[config.mk]
export PLATFORM = sky130hd
export DESIGN_NAME = imm_mov_sequencer
export DESIGN_NICKNAME = d
export VERILOG_FILES = /design/src/rtl/imm_mov_sequencer.sv
export SDC_FILE = /design/constraint.sdc
export NUM_CORES = 1
export LEC_CHECK = 0
export BUFFER_PORTS_ARGS = -buffer_cell sky130_fd_sc_hd__buf_4
export CAP_MARGIN = 5
export CORE_MARGIN = 1.5
export CORE_UTILIZATION = 50
export CTS_BUF_LIST = sky130_fd_sc_hd__clkbuf_2 sky130_fd_sc_hd__clkbuf_4 sky130_fd_sc_hd__clkbuf_8
export DETAILED_ROUTE_END_ITERATION = 6
export GPL_TIMING_DRIVEN = 0
export PLACE_DENSITY = 0.84
export SYNTH_ARGS = -nofsm -noshare
export SYNTH_HDL_FRONTEND = slang
export SYNTH_SLANG_ARGS = --single-unit
[constraint.sdc]
create_clock -name CLK -period 2.5 [get_ports CLK]
set_input_delay 0.25 -clock CLK [delete_from_list [all_inputs] [get_ports CLK]]
set_output_delay 0.25 -clock CLK [all_outputs]
set_load 0.02 [all_outputs]
[src/rtl/imm_mov_sequencer.sv]
// imm_mov_sequencer
//
// Turns a 64-bit constant and a destination register into the LEGv8
// MOVZ/MOVK instruction sequence that builds that constant. One 32-bit
// instruction word is issued per output handshake, in ascending halfword
// order. The first word is always MOVZ and every later word is MOVK.
//
// Ports:
//   CLK        clock, rising edge
//   resetl     asynchronous active-low reset
//   in_valid   request present on in_value / in_rd
//   in_ready   block is idle and can take a request
//   in_value   64-bit constant to materialise
//   in_rd      destination register number (31 passes through unchanged)
//   out_valid  out_instr holds a word of the current sequence
//   out_ready  consumer takes out_instr this cycle
//   out_instr  {opcode[8:0], hw[1:0], imm16[15:0], rd[4:0]}
//   out_last   out_instr is the final word of the sequence
//   out_count  number of words in the current sequence (1..4)

module imm_mov_sequencer #(
    parameter logic [8:0] OPC_MOVZ  = 9'b110100101,
    parameter logic [8:0] OPC_MOVK  = 9'b111100101,
    parameter bit         SKIP_ZERO = 1'b1
) (
    input  logic        CLK,
    input  logic        resetl,
    input  logic        in_valid,
    output logic        in_ready,
    input  logic [63:0] in_value,
    input  logic [4:0]  in_rd,
    output logic        out_valid,
    input  logic        out_ready,
    output logic [31:0] out_instr,
    output logic        out_last,
    output logic [2:0]  out_count
);

    typedef enum logic {IDLE, EMIT} state_t;

    state_t      state;
    logic [63:0] value_q;
    logic [4:0]  rd_q;
    logic [3:0]  mask_q;
    logic [1:0]  hw_q;

    // Halfwords to emit. A zero constant still needs one MOVZ of hw0.
    function automatic logic [3:0] emit_mask(input logic [63:0] v);
        logic [3:0] nz;
        for (int i = 0; i < 4; i++) begin
            nz[i] = |v[16*i +: 16];
        end
        if (!SKIP_ZERO) begin
            return 4'b1111;
        end
        if (nz == 4'b0000) begin
            return 4'b0001;
        end
        return nz;
    endfunction

    function automatic logic [1:0] lowest_set(input logic [3:0] m);
        if (m[0]) return 2'd0;
        if (m[1]) return 2'd1;
        if (m[2]) return 2'd2;
        return 2'd3;
    endfunction

    // Mask bits strictly above halfword hw; empty for hw=3, so hw never wraps.
    function automatic logic [3:0] bits_above(input logic [3:0] m, input logic [1:0] hw);
        return m & (4'b1110 << hw);
    endfunction

    function automatic logic [2:0] popcount4(input logic [3:0] m);
        return {2'b00, m[0]} + {2'b00, m[1]} + {2'b00, m[2]} + {2'b00, m[3]};
    endfunction

    function automatic logic [15:0] halfword(input logic [63:0] v, input logic [1:0] hw);
        return v[16*hw +: 16];
    endfunction

    logic [3:0] acc_mask;
    logic [1:0] acc_hw;
    logic [2:0] acc_count;
    logic [1:0] next_hw;
    logic       next_last;

    assign acc_mask  = emit_mask(in_value);
    assign acc_hw    = lowest_set(acc_mask);
    assign acc_count = popcount4(acc_mask);
    assign next_hw   = lowest_set(bits_above(mask_q, hw_q));
    assign next_last = (bits_above(mask_q, next_hw) == 4'b0000);

    // Handshake flags are straight decodes of the state register.
    assign in_ready  = (state == IDLE);
    assign out_valid = (state == EMIT);

    always_ff @(posedge CLK or negedge resetl) begin
        if (!resetl) begin
            state     <= IDLE;
            value_q   <= '0;
            rd_q      <= '0;
            mask_q    <= '0;
            hw_q      <= '0;
            out_instr <= '0;
            out_last  <= 1'b0;
            out_count <= '0;
        end else begin
            case (state)
                IDLE: begin
                    if (in_valid) begin
                        value_q   <= in_value;
                        rd_q      <= in_rd;
                        mask_q    <= acc_mask;
                        hw_q      <= acc_hw;
                        out_instr <= {OPC_MOVZ, acc_hw, halfword(in_value, acc_hw), in_rd};
                        out_last  <= (acc_count == 3'd1);
                        out_count <= acc_count;
                        state     <= EMIT;
                    end
                end
                EMIT: begin
                    // Word is held until the consumer takes it.
                    if (out_ready) begin
                        if (out_last) begin
                            out_last  <= 1'b0;
                            out_count <= '0;
                            state     <= IDLE;
                        end else begin
                            hw_q      <= next_hw;
                            out_instr <= {OPC_MOVK, next_hw, halfword(value_q, next_hw), rd_q};
                            out_last  <= next_last;
                        end
                    end
                end
                default: state <= IDLE;
            endcase
        end
    end

endmodule

Word-level counts from Yosys, hierarchy flattened --
Index checks and enable logic that the tools add are counted.
Word-level totals: word-level logic and storage cells 80, flip-flop bits (word level) 112, bits of input ports 73
Cells by class: reductions and logical operators 10, bitwise logic cells 3, add/subtract/negate cells 3, multiplexer cells 47, equal/unequal tests 5, shifts and indexed selects 4
Operator list (number):
- variable part select 64 x 7 -> 16 bit | 2
- two-way mux 32 bit | 3
- case mux 32 bit (2 select lines) | 1
- OR reduction 16 bit | 4
- two-way mux 2 bit | 15
- two-way mux 1 bit | 19
- two-way mux 3 bit | 3
- zero test 4 bit | 2
- two-way mux 4 bit | 2
- inequality test 2 bit (second input constant) | 4
- case mux 3 bit (2 select lines) | 1
- AND reduction 3 bit | 2
- bitwise AND 4 bit | 1
- case mux 1 bit (2 select lines) | 2
- case mux 2 bit (2 select lines) | 1
- AND reduction 2 bit | 2
- left shift 4 x 2 -> 3 bit (first input constant) | 1
- left shift 4 x 2 -> 4 bit (first input constant) | 1
- adder 2 x 1 -> 3 bit | 1
- adder 3 x 1 -> 3 bit | 1
- bitwise AND 3 bit | 1
- equality test 3 x 1 -> 1 bit (second input constant) | 1
- adder 1 x 1 -> 2 bit | 1
- inverter 1 bit | 1

Depth between registers and ports, before layout --
word-level depth 15, gate-level depth with buffers 13, mapped depth without buffers 10

Worst setup path after synthesis --
OpenSTA, ideal clock, no wires.
path kind in2reg, from in in_value[19], to reg out_last, stages 12, slack -0.125 ns, arrival time 2.547 ns, path buffers 2, required time 2.423 ns, cells stage by stage nor4_1 -> and4_1 -> buf_2 -> buf_2 -> a31oi_1 -> ha_1 -> ha_1 -> ha_1 -> ha_1 -> nor4bb_1 -> nor3_1 -> a21oi_1
On the way: word-level cells in the longest chain between the ends 10
RTL lines:
- from (decl) | line 30 | input logic [63:0] in_value,
- OR reduction 16 bit (*) | line 51 | nz[i] = |v[16*i +: 16];
- zero test 4 bit | line 56 | if (nz == 4'b0000) begin
- two-way mux 1 bit | line 56
- two-way mux 4 bit (*) | line 59 | return nz;
- adder 1 x 1 -> 2 bit | line 75 | return {2'b00, m[0]} + {2'b00, m[1]} + {2'b00, m[2]} + {2'b00, m[3]};
- adder 2 x 1 -> 3 bit | line 75
- adder 3 x 1 -> 3 bit (*) | line 75
- equality test 3 x 1 -> 1 bit (*) | line 117 | out_last <= (acc_count == 3'd1);
- two-way mux 1 bit (*) | line 111 | if (in_valid) begin
- case mux 1 bit (2 select lines) (*) | line 109 | case (state)
- to (signal assigned) | line 117
- to (signal assigned) | line 132 | out_last <= next_last;
- to (decl) | line 35 | output logic out_last,
Mark *: on every way between the ends. The rest lies on a longest branch, timed or not. The select of a mux whose other input is x is not followed. A chain may end at the register's enable or synchronous reset.

Final worst setup path --
from in in_value[48], to reg out_last
The elaborated chain is that of the path after synthesis.

==> impl_table.tex <==
\begin{tabular}{lr}
\hline
Metric & Value \\
\hline
\multicolumn{2}{l}{\textbf{Outcome}} \\
Outcome & finished clean \\
\multicolumn{2}{l}{\textbf{Global routing}} \\
Layer with the highest usage after global routing & met2 \\
GRT Resource Usage Total & 32.5\% \\
Pin count of the biggest net entering global routing & 87 \\
Global-route wire length before repair & 25.2 mm \\
Met2 usage & about half \\
Global Route met3 Usage & under 10\% \\
Total congestion overflow & 0 \\
Via count of the first global-routing pass & roughly 4600 \\
Initial antenna violation count & 0 \\
GR met1 Demand/Resource & between 40\% and 50\% \\
\multicolumn{2}{l}{\textbf{Floorplan}} \\
Placeable Area & about 9600 um\^{}2 \\
Full die area & 10400 um\^{}2 \\
Die span in x & approximately 100 um \\
I/O pin total & approximately 110 \\
Effective utilization at floorplan & between 50\% and 60\% \\
Rows & 36 \\
Chip Height & a little over 100 um \\
\multicolumn{2}{l}{\textbf{STA}} \\
RSZ-0062 raised after global routing & yes \\
Worst slew margin relative to its limit & 24.9\% \\
Worst-Margin Slew & 1.13 ns \\
Min Tclk post-route & between 2 and 2.5 ns \\
Final count of negative-setup-slack endpoints & 0 \\
Total count of hold-check failures in the final report & 0 \\
Count of final max-slew check failures & 0 \\
Maximum frequency from static timing analysis & roughly 420 MHz \\
Hold slack final & 0.0292 ns \\
Worst path setup slack after routing & 0.0918 ns \\
Clock tree skew after final layout & 0.00744 ns \\
Post-route clock period utilization & a little over nine tenths \\
\multicolumn{2}{l}{\textbf{Clocking}} \\
Maximum clock path buffer count & 2 \\
Clock slew at the register clock pins of the worst setup and hold paths & approximately 0.090 ns \\
Hold-fix buffers, CTS & 0 \\
Worst skew pair latency & $\sim$0.38 ns \\
TritonCTS clock tree & built \\
Number of buffers created by CTS & 9 \\
CTS sink cnt & 86 \\
Library cell used as clock root buffer & clkbuf\_8 \\
CTS HTree Levels & 3 \\
\multicolumn{2}{l}{\textbf{Power and ir drop}} \\
Share of power burned in the clock network & about 15\% \\
Switching component of the power & $\sim$0.0028 W \\
Static leakage & between 2 and 3 nW \\
Sequential Power Share & a little under two fifths \\
Peak supply drop & roughly 520 uV \\
Sw Share & approximately 41\% \\
Combinational fraction of design power & roughly 48\% \\
Cell Pwr Density & roughly 1100 nW/um\^{}2 \\
Internal Pwr Total & approximately 0.004 W \\
\multicolumn{2}{l}{\textbf{Routing}} \\
Routed Antenna Nets & 0 \\
First-pass iteration count of the detailed router & 5 \\
Vias per cell & 6.37 \\
DRC violation count after routing & 0 \\
Number of DRC violations after detailed-routing iteration 0 & 373 \\
Detailed Route WL & roughly 16 mm \\
Via count & around 4800 \\
Mean routed wirelength per cell & around 22 um \\
\multicolumn{2}{l}{\textbf{Cells and area}} \\
Syn-to-layout area delta & 27.0\% \\
Ant. Diodes & 0 \\
Fraction of layout instances using a drive strength above 1 & a little under 40\% \\
Net count, final & 696 \\
\multicolumn{2}{l}{\textbf{Critical path}} \\
CP max FO & 8 \\
Required time of the worst setup path & between 2 and 3 ns \\
Type of element capturing the critical path & register \\
Startpoint of the most critical register-to-register path & out\_valid\$\_DFF\_PN0\_ \\
Type of origin of the critical path & input pin \\
Crit path kind & in -> reg \\
WP data arrival & between 2 and 3 ns \\
Worst reg-to-reg path cell count & 7 \\
Worst reg-to-reg setup slack & approximately 0.12 ns \\
End of the worst register-to-register path & out\_instr[9]\$\_DFFE\_PN0P\_ \\
\multicolumn{2}{l}{\textbf{Job}} \\
Number of max-cap violations & 0 \\
\multicolumn{2}{l}{\textbf{Synthesis}} \\
Avg Synthesized Cell Area & $\sim$9.9 um\^{}2 \\
Post-synth cell types & roughly 50 \\
Count of warnings emitted by yosys & 0 \\
Post-synthesis register bit count & 86 \\
Dominant synthesized flop cell & dfrtp\_1 \\
EDFF count, synth & 0 \\
Synthesized area & between 4000 and 5000 um\^{}2 \\
Sequential cell area fraction in the yosys report & between 40\% and 50\% \\
Synthesized instance count & approximately 500 \\
Proportion of synthesized flip-flops having asynchronous set or reset & 100\% \\
\multicolumn{2}{l}{\textbf{Place}} \\
Placer Congestion & a little under 1 \\
Detailed placement HPWL & $\sim$12 mm \\
Port Buffer Count & 106 \\
Pre-CTS worst setup slack & -0.838 ns \\
\multicolumn{2}{l}{\textbf{Min path}} \\
HP Class & in -> async \\
\hline
\end{tabular}
cells by family (layout without fill, tap and decap cells):
logic type / after synthesis / count (layout) / synth area share (%)
AO/OA/AOI/OAI: 141 / 141 / 19.6
adder cells (fa/ha/maj): 5 / 5 / 1.22
buffers and inverters: 54 / 179 / 5.59
flip-flops: 86 / 86 / 43.7
multiplexers: 65 / 65 / 14.7
other: 1 / 3 / 0.0762
AND/OR/NAND/NOR: 145 / 145 / 15.2
how the worst max path moves through the flow:
stage / startpoint / endpoint / slack [ns] / cells after the start
2_1_floorplan: in_value[23] / out_last$_DFFE_PN0P_ / 0.006 / 12
3_3_place_gp: in_value[24] / out_instr[11]$_DFFE_PN0P_ / -0.79 / 12
3_5_place_dp: in_value[24] / out_instr[11]$_DFFE_PN0P_ / -0.84 / 12
4_1_cts: in_value[11] / out_instr[20]$_DFFE_PN0P_ / 0.003 / 11
5_1_grt: in_value[2] / out_instr[20]$_DFFE_PN0P_ / -0.03 / 11
6_report: in_value[48] / out_last$_DFFE_PN0P_ / 0.09 / 12
Yosys cell counts (all sizes together) (2+ instances only):
master    n  area share, %
and2      2           0.25
o21bai    5           0.76
a221oi    4           0.71
o211ai    9            1.7
and4      4           0.71
a31oi    19            2.4
or3       6           0.86
a2bb2oi   8            1.4
or2       3           0.38
o311ai    2           0.36
clkbuf   12           0.92
o21ai    27            2.7
inv      10           0.76
nor4     20            3.4
nand3     2           0.20
a22oi    20            3.1
nand4     4           0.64
nor2b     3           0.38
nor3      8           0.81
o22a      4           0.79
nand2    49            3.8
mux2i     8            1.6
o22ai     8            1.0
a21oi    20            2.0
ha        4            1.0
dfrtp    86             44
buf      32            3.9
mux2     57             13
nor2     41            3.1
o221ai    4           0.71
a211o     8            1.4
metrics by stage:
step           area (um^2)  TNS (ns)  util, %  instances  total power (W)
2_1_floorplan         4960         0        -        499          0.00450
3_3_place_gp          5920    -11.77     61.4        738          0.00556
3_5_place_dp          5920    -12.75     61.4        738          0.00570
4_1_cts               6190         0     64.3        754          0.00674
5_1_grt               6250   -0.0344     64.8        757          0.00719
6_report              6250         0     64.8        757          0.00682
cells in the final DEF, fill, tap and decap left out, types with 6 or more instances in the layout:
cell       count
a21oi_1       20
clkbuf_1       9
nor3_1         8
o22ai_1        8
mux2_2        57
a31oi_1       19
nor2_1        41
a211o_1        8
a22oi_1       20
inv_1          8
mux2i_1        8
o21ai_0       26
clkbuf_8      10
buf_4        122
nand2_1       47
a2bb2oi_1      8
buf_2         16
o211ai_1       8
nor4_1        10
dfrtp_1       86
nor4_4         6
worst max-delay path, stage by stage:
cell and delay (ns):
buf_4 0.13, nor4_4 0.34, and4_1 0.25, buf_4 0.18
a31oi_1 0.10, ha_2 0.32, ha_1 0.22, ha_2 0.19
ha_4 0.24, nor4bb_1 0.26, nor3_1 0.08, a21oi_1 0.14
flip-flops by register name (all words and copies together), names as in the netlist:
signal	cells
hw_q	1
rd_q	5
out_count	3
out_valid	1
value_q	48
out_instr	24
out_last	1
mask_q	3
routing by layer:
metal	share of wire (%)	wire length (um)
met4	3.5	568
met1	40	6520
met5	0	0
met3	9.9	1630
met2	47	7690
cell type report:
type	count	area, um^2
Sequential cell	86	2150
Buffer	42	246
Clock buffer	10	138
Clock inverter	6	68.8
Multi-Input combinational cell	359	2610
Tap cell	133	166
Timing Repair Buffer	111	833
Inverter	10	37.5
Fill cell	819	3390
power groups by stage:
stage          clock network, W  logic, W  registers, W
3_5_place_dp                  0   0.00318       0.00252
2_1_floorplan                 0   0.00179       0.00270
4_1_cts                 0.00105   0.00320       0.00250
5_1_grt                 0.00111   0.00350       0.00259
3_3_place_gp                  0   0.00308       0.00248
6_report                0.00104   0.00326       0.00252
what timing repair did:
item / 4_1_cts / 5_1_grt
gates resized for setup: 11 / 12
endpoints found under the hold margin: 0 / 0
pin swaps: 3 / 7
buffers inserted: 1 / 4
setup endpoints to repair: 17 / 24
Note: power is estimated with default switching activity, not from simulation.
